**src/rtl/pipe_pkg.sv**
```systemverilog
// Shared definitions for the inter-stage pipeline registers: the stage state
// encoding and the bit layout of the packed control bundle.
package pipe_pkg;

  typedef enum logic [1:0] {
    EMPTY = 2'd0,
    FULL  = 2'd1,
    SKID  = 2'd2
  } pipeState_t;

  // Default control bundle width.
  localparam int unsigned CTRL_W_DFLT = 24;

  // Control bundle field LSB offsets and widths (bits [3:0] carry a short immediate).
  localparam int unsigned COND      = 20;
  localparam int unsigned COND_W    = 4;
  localparam int unsigned OPCODE    = 16;
  localparam int unsigned OPCODE_W  = 4;
  localparam int unsigned RD        = 12;
  localparam int unsigned RD_W      = 4;
  localparam int unsigned LINK      = 11;
  localparam int unsigned PREPOST   = 10;
  localparam int unsigned UPDOWN    = 9;
  localparam int unsigned BYTEWORD  = 8;
  localparam int unsigned WRITEBACK = 7;
  localparam int unsigned LOADSTORE = 6;
  localparam int unsigned SBIT      = 5;
  localparam int unsigned IMMOP     = 4;
  localparam int unsigned IMM       = 0;
  localparam int unsigned IMM_W     = 4;

endpackage

```
**src/rtl/pipe_payload_reg.sv**
```systemverilog
// Load-enabled payload register with asynchronous active-high clear.
module pipe_payload_reg #(
  parameter int unsigned WIDTH = 8
) (
  input  logic             clk,
  input  logic             reset,
  input  logic             load,
  input  logic [WIDTH-1:0] d,
  output logic [WIDTH-1:0] q
);

  // Capture d when load is asserted; otherwise hold.
  always_ff @(posedge clk or posedge reset) begin
    if (reset) begin
      q <= '0;
    end else if (load) begin
      q <= d;
    end
  end

endmodule

```
**src/rtl/pipe_stage_skid_reg.sv**
```systemverilog
// Inter-stage pipeline register with valid/ready handshake and a skid entry
// so in_ready is fully registered. Flush squashes held instructions.
// Optional macro PIPE_STAGE_PERF_EN adds stall/bubble cycle counters.
module pipe_stage_skid_reg
  import pipe_pkg::*;
#(
  parameter int unsigned DATA_W  = 32,
  parameter int unsigned NUM_OPS = 2,
  parameter int unsigned CTRL_W  = CTRL_W_DFLT
) (
  input  logic                      clk,
  input  logic                      reset,
  input  logic                      in_valid,
  output logic                      in_ready,
  input  logic [NUM_OPS*DATA_W-1:0] in_ops,
  input  logic [CTRL_W-1:0]         in_ctrl,
  input  logic                      flush,
  output logic                      out_valid,
  input  logic                      out_ready,
  output logic [NUM_OPS*DATA_W-1:0] out_ops,
  output logic [CTRL_W-1:0]         out_ctrl
`ifdef PIPE_STAGE_PERF_EN
  ,
  output logic [31:0]               stall_cnt,
  output logic [31:0]               bubble_cnt
`endif
);

  localparam int unsigned OPS_W = NUM_OPS * DATA_W;
  localparam int unsigned PAY_W = OPS_W + CTRL_W;

  pipeState_t state;
  pipeState_t stateNext;

  logic             inXfer;
  logic             outXfer;
  logic             mainLoad;
  logic             skidLoad;
  logic [PAY_W-1:0] inPayload;
  logic [PAY_W-1:0] mainD;
  logic [PAY_W-1:0] mainPayload;
  logic [PAY_W-1:0] skidPayload;

  assign inXfer    = in_valid && in_ready;
  assign outXfer   = out_valid && out_ready;
  assign inPayload = {in_ctrl, in_ops};

  // Next state and payload load enables; flush overrides every other event.
  always_comb begin
    stateNext = state;
    mainLoad  = 1'b0;
    skidLoad  = 1'b0;
    mainD     = inPayload;
    if (flush) begin
      stateNext = EMPTY;
    end else begin
      case (state)
        EMPTY: begin
          if (inXfer) begin
            mainLoad  = 1'b1;
            stateNext = FULL;
          end
        end
        FULL: begin
          if (inXfer && outXfer) begin
            mainLoad = 1'b1;
          end else if (outXfer) begin
            stateNext = EMPTY;
          end else if (inXfer) begin
            skidLoad  = 1'b1;
            stateNext = SKID;
          end
        end
        SKID: begin
          if (outXfer) begin
            mainLoad  = 1'b1;
            mainD     = skidPayload;
            stateNext = FULL;
          end
        end
        default: begin
          stateNext = EMPTY;
        end
      endcase
    end
  end

  // State register with registered handshake outputs derived from next state.
  always_ff @(posedge clk or posedge reset) begin
    if (reset) begin
      state     <= EMPTY;
      out_valid <= 1'b0;
      in_ready  <= 1'b1;
    end else begin
      state     <= stateNext;
      out_valid <= (stateNext != EMPTY);
      in_ready  <= (stateNext != SKID);
    end
  end

  pipe_payload_reg #(.WIDTH(PAY_W)) mainReg (
    .clk   (clk),
    .reset (reset),
    .load  (mainLoad),
    .d     (mainD),
    .q     (mainPayload)
  );

  pipe_payload_reg #(.WIDTH(PAY_W)) skidReg (
    .clk   (clk),
    .reset (reset),
    .load  (skidLoad),
    .d     (inPayload),
    .q     (skidPayload)
  );

  assign out_ops  = mainPayload[OPS_W-1:0];
  assign out_ctrl = mainPayload[PAY_W-1:OPS_W];

`ifdef PIPE_STAGE_PERF_EN
  // Saturating stall and bubble counters; flush does not touch them.
  always_ff @(posedge clk or posedge reset) begin
    if (reset) begin
      stall_cnt  <= '0;
      bubble_cnt <= '0;
    end else begin
      if (out_valid && !out_ready && (stall_cnt != '1)) begin
        stall_cnt <= stall_cnt + 32'd1;
      end
      if (!out_valid && out_ready && (bubble_cnt != '1)) begin
        bubble_cnt <= bubble_cnt + 32'd1;
      end
    end
  end
`endif

endmodule

```
**config.mk**
```make
export PLATFORM = sky130hd
export DESIGN_NAME = pipe_stage_skid_reg
export DESIGN_NICKNAME = d
export VERILOG_FILES = /design/src/rtl/pipe_pkg.sv /design/src/rtl/pipe_payload_reg.sv /design/src/rtl/pipe_stage_skid_reg.sv
export SDC_FILE = /design/constraint.sdc
export NUM_CORES = 1
export LEC_CHECK = 0
export ABC_AREA = 1
export CAP_MARGIN = 0
export CELL_PAD_IN_SITES_DETAIL_PLACEMENT = 1
export CELL_PAD_IN_SITES_GLOBAL_PLACEMENT = 1
export CORE_MARGIN = 4
export CORE_UTILIZATION = 37
export DETAILED_ROUTE_END_ITERATION = 7
export GPL_TIMING_DRIVEN = 0
export PLACE_DENSITY = 0.86
export SLEW_MARGIN = 20
export SYNTH_ARGS = -nofsm -noshare
export SYNTH_HDL_FRONTEND = slang
export SYNTH_SLANG_ARGS = --single-unit
export TNS_END_PERCENT = 5
```
**constraint.sdc**
```tcl
create_clock -name clk -period 6.9 [get_ports clk]
set_clock_uncertainty 0.15 [all_clocks]
set_input_delay 1.035 -clock clk [delete_from_list [all_inputs] [get_ports clk]]
set_output_delay 1.035 -clock clk [all_outputs]
set_load 0.01 [all_outputs]
```
After elaboration in Yosys (flattened, before gate mapping)
Cells that the tools add are included.
{"block": "op_classes", "n_eq_ne": 3, "mux": 19, "n_reduce_logical": 5}
{"cell": "88-bit 2-to-1 mux", "count": 3}
{"cell": "2-bit 2-to-1 mux", "count": 6}
{"cell": "1-bit 2-to-1 mux", "count": 8}
{"cell": "2-bit case mux with 3 select lines", "count": 1}
{"cell": "1-bit logical AND", "count": 3}
{"cell": "1-bit case mux with 3 select lines", "count": 1}
{"cell": "2-bit by 1-bit == test with 1-bit output (second input constant)", "count": 1}
{"cell": "2-bit == test (second input constant)", "count": 1}
{"cell": "2-bit zero test", "count": 1}
{"cell": "2-bit inequality test (second input constant)", "count": 1}
{"cell": "2-bit nonzero test", "count": 1}
{"block": "totals", "regBits": 180, "out_inout_bits": 90, "elab_cells": 32}

Depth between registers and ports, before layout
Gate-level depths: netlist (run 1).
{"block": "depth", "ltp_word": 7, "mapped_depth": 9}

Cells and area by module
Synthesis (run 1) repeated with hierarchy kept, for this count alone.
{"block": "hier_totals", "hier_cells": 1061, "area_unflattened_um2": 8343.0}
{"module": "pipe_payload_reg", "instances": 2, "cells_each": 373, "area_per_inst_um2": 3326.9}
{"module": "pipe_stage_skid_reg", "instances": 1, "cells_each": 315, "area_per_inst_um2": 1689.1}

Least setup slack after synthesis (run 1)
OpenSTA, ideal clock, no wires.
{"block": "synth_timing", "kind": "input to register", "start": "input out_ready", "end": "register mainReg.q[10]", "setup_ns": 0.117, "arrival_time_ns": 1.928, "required_time_ns": 6.633, "slack_ns": 4.705, "path_stages": 7, "path_buffers": 2, "cell_sequence": "nand2_1 > nor2_2 > buf_2 > buf_2 > nand3_1 > nand3_1 > nand2_1"}
{"block": "synth_via", "elab_chain_cells": 5}
{"item": "start, declared", "line": "pipe_stage_skid_reg.sv:19", "text": "input logic out_ready,"}
{"item": "1-bit logical AND (*)", "line": "pipe_stage_skid_reg.sv:45", "text": "assign outXfer = out_valid && out_ready;"}
{"item": "1-bit logical AND", "line": "pipe_stage_skid_reg.sv:65", "text": "if (inXfer && outXfer) begin"}
{"item": "1-bit 2-to-1 mux", "line": "pipe_stage_skid_reg.sv:65"}
{"item": "1-bit case mux with 3 select lines", "line": "pipe_stage_skid_reg.sv:57", "text": "case (state)"}
{"item": "1-bit 2-to-1 mux", "line": "pipe_stage_skid_reg.sv:54", "text": "if (flush) begin"}
{"item": "end signal, assigned", "line": "pipe_payload_reg.sv:15", "text": "q <= '0;"}
{"item": "end signal, assigned", "line": "pipe_payload_reg.sv:17", "text": "q <= d;"}
{"item": "end, declared", "line": "pipe_payload_reg.sv:9", "text": "output logic [WIDTH-1:0] q"}
Mark *: on every way between the ends. The rest lies on a longest branch, timed or not.
A chain may end at the register's enable or synchronous reset.

Worst setup path after layout (run 1)
{"block": "layout_timing", "start": "input out_ready", "end": "register mainReg.q[19]"}
Same word-level chain as after synthesis.

==> flow_metrics.env, run 1 <==
export IMPL_cts_hold_buf=0
export IMPL_vias=7645
export IMPL_row_count=54
export IMPL_wl_um=26100
export IMPL_ys_types=16
export IMPL_dp_hpwl_um=18300
export IMPL_placedCellCount=1526
export IMPL_cts_setup_buffers=0
export IMPL_grt_pass1_wl_um=42400
export IMPL_cts_reportedPaths_clkPinSlew_ps=70
export IMPL_drt_iter0_drc=334
export IMPL_power_clock_fraction=0.264
export IMPL_first_global_vias=8220
export IMPL_seq_area_frac_synth=0.546
export IMPL_pin_count=183
export IMPL_rsz0062_at_grt="no"
export IMPL_finalHoldViolCount=0
export IMPL_clk_latency_ps=430
export IMPL_grt_antenna_before_repair=0
export IMPL_drv_slew=0
export IMPL_grt_overflow_total=0
export IMPL_combinationalPowerShare=0.314
export IMPL_hold_class="flop to flop"
export IMPL_hold_ws_ps=329
export IMPL_final_util=0.507
export IMPL_clock_sinks=180
export IMPL_fin_crit_sh=0.436
export IMPL_end_kind="flop"
export IMPL_cts_buffers=17
export IMPL_fin_nets=1358
export IMPL_final_setup_worst_slack_ps=3890
export IMPL_ff2ff_setup_slack_ps=4600
export IMPL_start_util=0.377
export IMPL_grt_start_max_net_pins=68
export IMPL_avgSynthCellArea_um2=7.77
export IMPL_synthCells=1062
export IMPL_switching_share=0.323
export IMPL_htreeDepth=4
export IMPL_worst_ep_arrival_time_ps=3220
export IMPL_die_h_um=157
export IMPL_mappedNetlistArea_um2=8250
export IMPL_cts_resized=0
export IMPL_maxCapViolCount=0
export IMPL_cts_buffer_depth=2
export IMPL_synth_fp_nets=1155
export IMPL_drtPass1Iterations=4
export IMPL_layout_min_cycle_time_ps=3010
export IMPL_routed_via_density=4.91
export IMPL_core_area_um2=21900
export IMPL_fillers=2677
export IMPL_peakVddDrop_mv=0.155
export IMPL_power_uw=3970
export IMPL_wl_per_cell_um=16.8
export IMPL_port_buffers=182
export IMPL_cp_max_fo=10
export IMPL_ys_warn_count=0
export IMPL_switchingPower_uw=1280
export IMPL_fmax_ghz=0.333
export IMPL_internal_power_uw=2690
export IMPL_die_w_um=157
export IMPL_status="complete, no violations"
export IMPL_drive_gt1_frac=0.0587
export IMPL_synth_seq_cells=180
export IMPL_cp_required_ps=7110
export IMPL_antenna_cells=0
export IMPL_tightest_slew_ps=730
export IMPL_track_usage=0.215
export IMPL_seqPwrFrac=0.422
export IMPL_post_place_ws_ps=3430
export IMPL_power_density_nw_per_um2=357
export IMPL_power_static_leakage_uw=0.00565
export IMPL_cts_root_buf="clkbuf_16"
export IMPL_crit_type="input pin to flop"
export IMPL_critical_path_startpoint_type="input pin"
export IMPL_fp_dieArea_um2=24700
export IMPL_drc=0
export IMPL_fin_cells=1557
export IMPL_gp_congestion=0.797
export IMPL_ant_nets=0
export IMPL_relSlewSlack=0.512
export IMPL_tritoncts="yes"
export IMPL_area_growth_pct=34.7
export IMPL_setup_violations=0
[registers in the layout, summed over array words and instances, names as in the netlist]
| signal | flops |
|---|---|
| out_valid | 1 |
| skidReg.q | 88 |
| mainReg.q | 88 |
| in_ready | 1 |
| state | 2 |
[synth_stat cells, drive strengths merged]
| cell type | n | area, um^2 |
|---|---|---|
| clkbuf | 31 | 116 |
| buf | 33 | 198 |
| o21ai | 88 | 440 |
| a21oi | 1 | 8.76 |
| inv | 180 | 676 |
| dfrtp | 179 | 4480 |
| nor2 | 5 | 33.8 |
| dfstp | 1 | 26.3 |
| nand3 | 177 | 886 |
| nand4 | 2 | 12.5 |
| nand2 | 365 | 1370 |
[critical path, stage by stage]
cell	delay, ps
clkdlybuf4s50_1	500
nand2_1	140
nor2_2	460
nand2_2	300
buf_2	280
buf_2	220
nand2_1	90
nand3_1	100
nand2_1	90
[layout make-up]
class	instances	area (um^2)	area share
sequential	180	4510	0.406
multi-input combinational	638	2750	0.248
timing repair buffer	184	1880	0.169
inverter	180	683	0.0615
clock buffer	21	480	0.0432
tap	280	350	0.0315
buffer	64	314	0.0283
clock inverter	10	145	0.0131
[routing by layer]
metal	up-vias	track usage	part of all wire
li1	3644	-	-
met1	3800	0.275	0.44
met2	169	0.369	0.49
met3	32	0.0489	0.051
met4	0	0.0537	0.014
met5	-	0	0
[layout by cell type (no fill, tap or decap), types with 2 or more instances in the layout]
cell and n:
nand4_1 2, clkbuf_1 31, nand2_1 364, bufinv_16 3, inv_1 178, nand3_1 177
o21ai_0 88, inv_6 3, clkinvlp_4 2, dfrtp_1 179, buf_4 13, clkdlybuf4s50_1 182
clkbuf_8 4, buf_16 2, buf_2 20, clkbuf_16 17, nor2_2 3
[power by group through the flow]
stage	sequential, uW	combinational, uW	clock (uW)
floorplan	1750	508	0
global placement	1670	1190	0
detailed placement	1690	1250	0
CTS	1680	1270	1070
global route	1720	1390	1110
finish	1680	1250	1050
[metrics by stage]
stage	instance area, um^2	TNS, ps
2_1_floorplan	8250	0
3_3_place_gp	10400	-333850
3_5_place_dp	10500	0
4_1_cts	11100	0
5_1_grt	11100	0
6_report	11100	0
[worst paths after layout]
| check | startpoint | endpoint | depth (start not counted) |
|---|---|---|---|
| worst max-delay path | out_ready | mainReg.q[19] | 9 |
| worst min-delay path | mainReg.q[84] | mainReg.q[84] | 2 |
| worst max register to register | out_valid | mainReg.q[19] | 8 |
| worst min register to register | mainReg.q[84] | mainReg.q[84] | 2 |
| max in group asynchronous | reset | in_ready | 4 |
| min in group asynchronous | reset | skidReg.q[37] | 2 |
[cell families (layout without fill, tap and decap cells)]
kind of cell / count (synthesis) / in the layout / synth area share
simple gates: 549 / 549 / 0.279
buf+inv: 244 / 459 / 0.120
flops: 180 / 180 / 0.546
compound gates: 89 / 89 / 0.0545
(Power assumes the default switching activity.)
==> run 2, diff against run 1 <==
==> constraint.sdc (replaced) <==
create_clock -name clk -period 2.9 [get_ports clk]
set_clock_uncertainty 0.15 [all_clocks]
set_input_delay 0.435 -clock clk [delete_from_list [all_inputs] [get_ports clk]]
set_output_delay 0.435 -clock clk [all_outputs]
set_load 0.01 [all_outputs]
==> flow_metrics.env, run 2 (synthesized netlist as in run 1, its figures left out) <==
export IMPL_status="complete, no violations"
export IMPL_fin_nets=1362
export IMPL_dp_hpwl_um=19000
export IMPL_internal_power_uw=6230
export IMPL_hold_class="input pin to async pin"
export IMPL_clk_latency_ps=420
export IMPL_switching_share=0.332
export IMPL_clock_sinks=180
export IMPL_cp_max_fo=10
export IMPL_fin_crit_sh=0.840
export IMPL_drv_slew=0
export IMPL_area_growth_pct=35.0
export IMPL_core_area_um2=21900
export IMPL_grt_pass1_wl_um=44600
export IMPL_tritoncts="yes"
export IMPL_combinationalPowerShare=0.321
export IMPL_cp_required_ps=3110
export IMPL_rsz0062_at_grt="no"
export IMPL_start_util=0.377
export IMPL_first_global_vias=8511
export IMPL_wl_per_cell_um=17.2
export IMPL_final_common_cell="nand2_1"
export IMPL_seqPwrFrac=0.428
export IMPL_met1_length_um=11900
export IMPL_register_area_um2=4510
export IMPL_gp_congestion=0.804
export IMPL_drt_iter0_drc=455
export IMPL_cts_buffer_depth=2
export IMPL_cts_resized=0
export IMPL_antenna_cells=0
export IMPL_final_cell_mix="364 x nand2_1, 182 x clkdlybuf4s50_1, 179 x dfrtp_1"
export IMPL_relSlewSlack=0.589
export IMPL_end_kind="flop"
export IMPL_peakVddDrop_mv=0.337
export IMPL_die_h_um=157
export IMPL_power_static_leakage_uw=0.00564
export IMPL_drtPass1Iterations=5
export IMPL_cts_buffers=17
export IMPL_maxUsedRoutingLayer="met4"
export IMPL_power_density_nw_per_um2=837
export IMPL_finalHoldViolCount=0
export IMPL_grt_start_max_net_pins=33
export IMPL_vias=7599
export IMPL_wl_met2_um=13400
export IMPL_setup_violations=0
export IMPL_row_count=54
export IMPL_final_util=0.509
export IMPL_cts_reportedPaths_clkPinSlew_ps=80
export IMPL_tightest_slew_ps=615
export IMPL_placedCellCount=1530
export IMPL_track_usage=0.226
export IMPL_port_buffers=182
export IMPL_layout_min_cycle_time_ps=2440
export IMPL_die_w_um=157
export IMPL_htreeDepth=4
export IMPL_fillers=2697
export IMPL_wl_um=26800
export IMPL_multi_input_area_um2=2750
export IMPL_fp_dieArea_um2=24700
export IMPL_wl_met3_um=1230
export IMPL_power_clock_fraction=0.251
export IMPL_drc=0
export IMPL_grt_overflow_total=0
export IMPL_cts_setup_buffers=0
export IMPL_fin_setup_tns_ps=0
export IMPL_pin_count=183
export IMPL_cts_hold_buf=0
export IMPL_crit_type="input pin to flop"
export IMPL_worst_ep_arrival_time_ps=2650
export IMPL_drive_gt1_frac=0.0609
export IMPL_cts_root_buf="clkbuf_16"
export IMPL_maxCapViolCount=0
export IMPL_ant_nets=0
export IMPL_routed_via_density=4.87
export IMPL_grt_antenna_before_repair=0
export IMPL_switchingPower_uw=3090
export IMPL_critical_path_startpoint_type="input pin"
export IMPL_fmax_ghz=0.411
export IMPL_fin_cells=1561
export IMPL_top_regs="mainReg.q (88), skidReg.q (88), state (2)"
run 2: worst max-delay path: stages:
cell and delay (ps):
clkdlybuf4s50_1 490, nand2_1 130, nor2_2 490, nand2_2 320, buf_2 300, buf_2 220
nand2_1 80, nand3_1 70, nand2_1 100
run 2: routing by layer:
metal / vias to the layer above / global-route usage
met5: - / 0
met4: 0 / 0.0479
met3: 19 / 0.0443
met2: 147 / 0.399
met1: 3778 / 0.289
li1: 3655 / -
run 2: power by group through the flow:
stage	combinational, uW	sequential (uW)	clock [uW]
after floorplan	1210	4150	0
after global placement	2840	3980	0
after detailed placement	2990	4030	0
after CTS	3040	4000	2390
after global routing	3360	4120	2500
final	2990	3990	2340
run 2: layout make-up:
cell class / instances / area share
multi-input cells: 638 / 0.247
repair buffers: 188 / 0.176
flip-flops and latches: 180 / 0.405
plain buffers: 64 / 0.0282
well taps: 280 / 0.0315
inverters: 180 / 0.0610
clock inverters: 13 / 0.0134
clock buffers: 18 / 0.0385
run 2: final timing paths:
| check | startpoint | to | slack (ps) | cells after the start |
|---|---|---|---|---|
| setup / recovery | out_ready | mainReg.q[11] | 460 | 9 |
| hold / removal | reset | mainReg.q[55] | 270 | 2 |
| setup reg to reg | out_valid | mainReg.q[11] | 560 | 8 |
| hold reg to reg | mainReg.q[21] | mainReg.q[21] | 330 | 2 |
| max in group asynchronous | reset | mainReg.q[87] | 1510 | 4 |
| min in group clk | mainReg.q[21] | mainReg.q[21] | 330 | 2 |
run 2: through the flow:
step | setup slack, ps | cell area, um^2 | power, uW | hold slack [ps]
6_report | 465 | 11100 | 9320 | 270
5_1_grt | 380 | 11100 | 9970 | 287
4_1_cts | 490 | 11100 | 9430 | 265
3_5_place_dp | 72.3 | 10600 | 7010 | 315
3_3_place_gp | -1630 | 10400 | 6830 | 312
2_1_floorplan | 7.23 | 8250 | 5360 | 355
==> run 3, diff against run 2 <==
==> constraint.sdc (replaced) <==
create_clock -name clk -period 2.5 [get_ports clk]
set_clock_uncertainty 0.15 [all_clocks]
set_input_delay 0.375 -clock clk [delete_from_list [all_inputs] [get_ports clk]]
set_output_delay 0.375 -clock clk [all_outputs]
set_load 0.01 [all_outputs]
==> results of run 3 <==
The final DEF is identical to that of run 2. Status: complete, no violations.
Among the figures that moved: setup slack after placement 72.3 ps -> -268 ps; setup slack after layout 465 ps -> 125 ps; hold slack 270 ps -> 210 ps; register-to-register setup slack 560 ps -> 160 ps; total power 9320 uW -> 10800 uW; worst IR drop on VDD 0.337 mV -> 0.391 mV
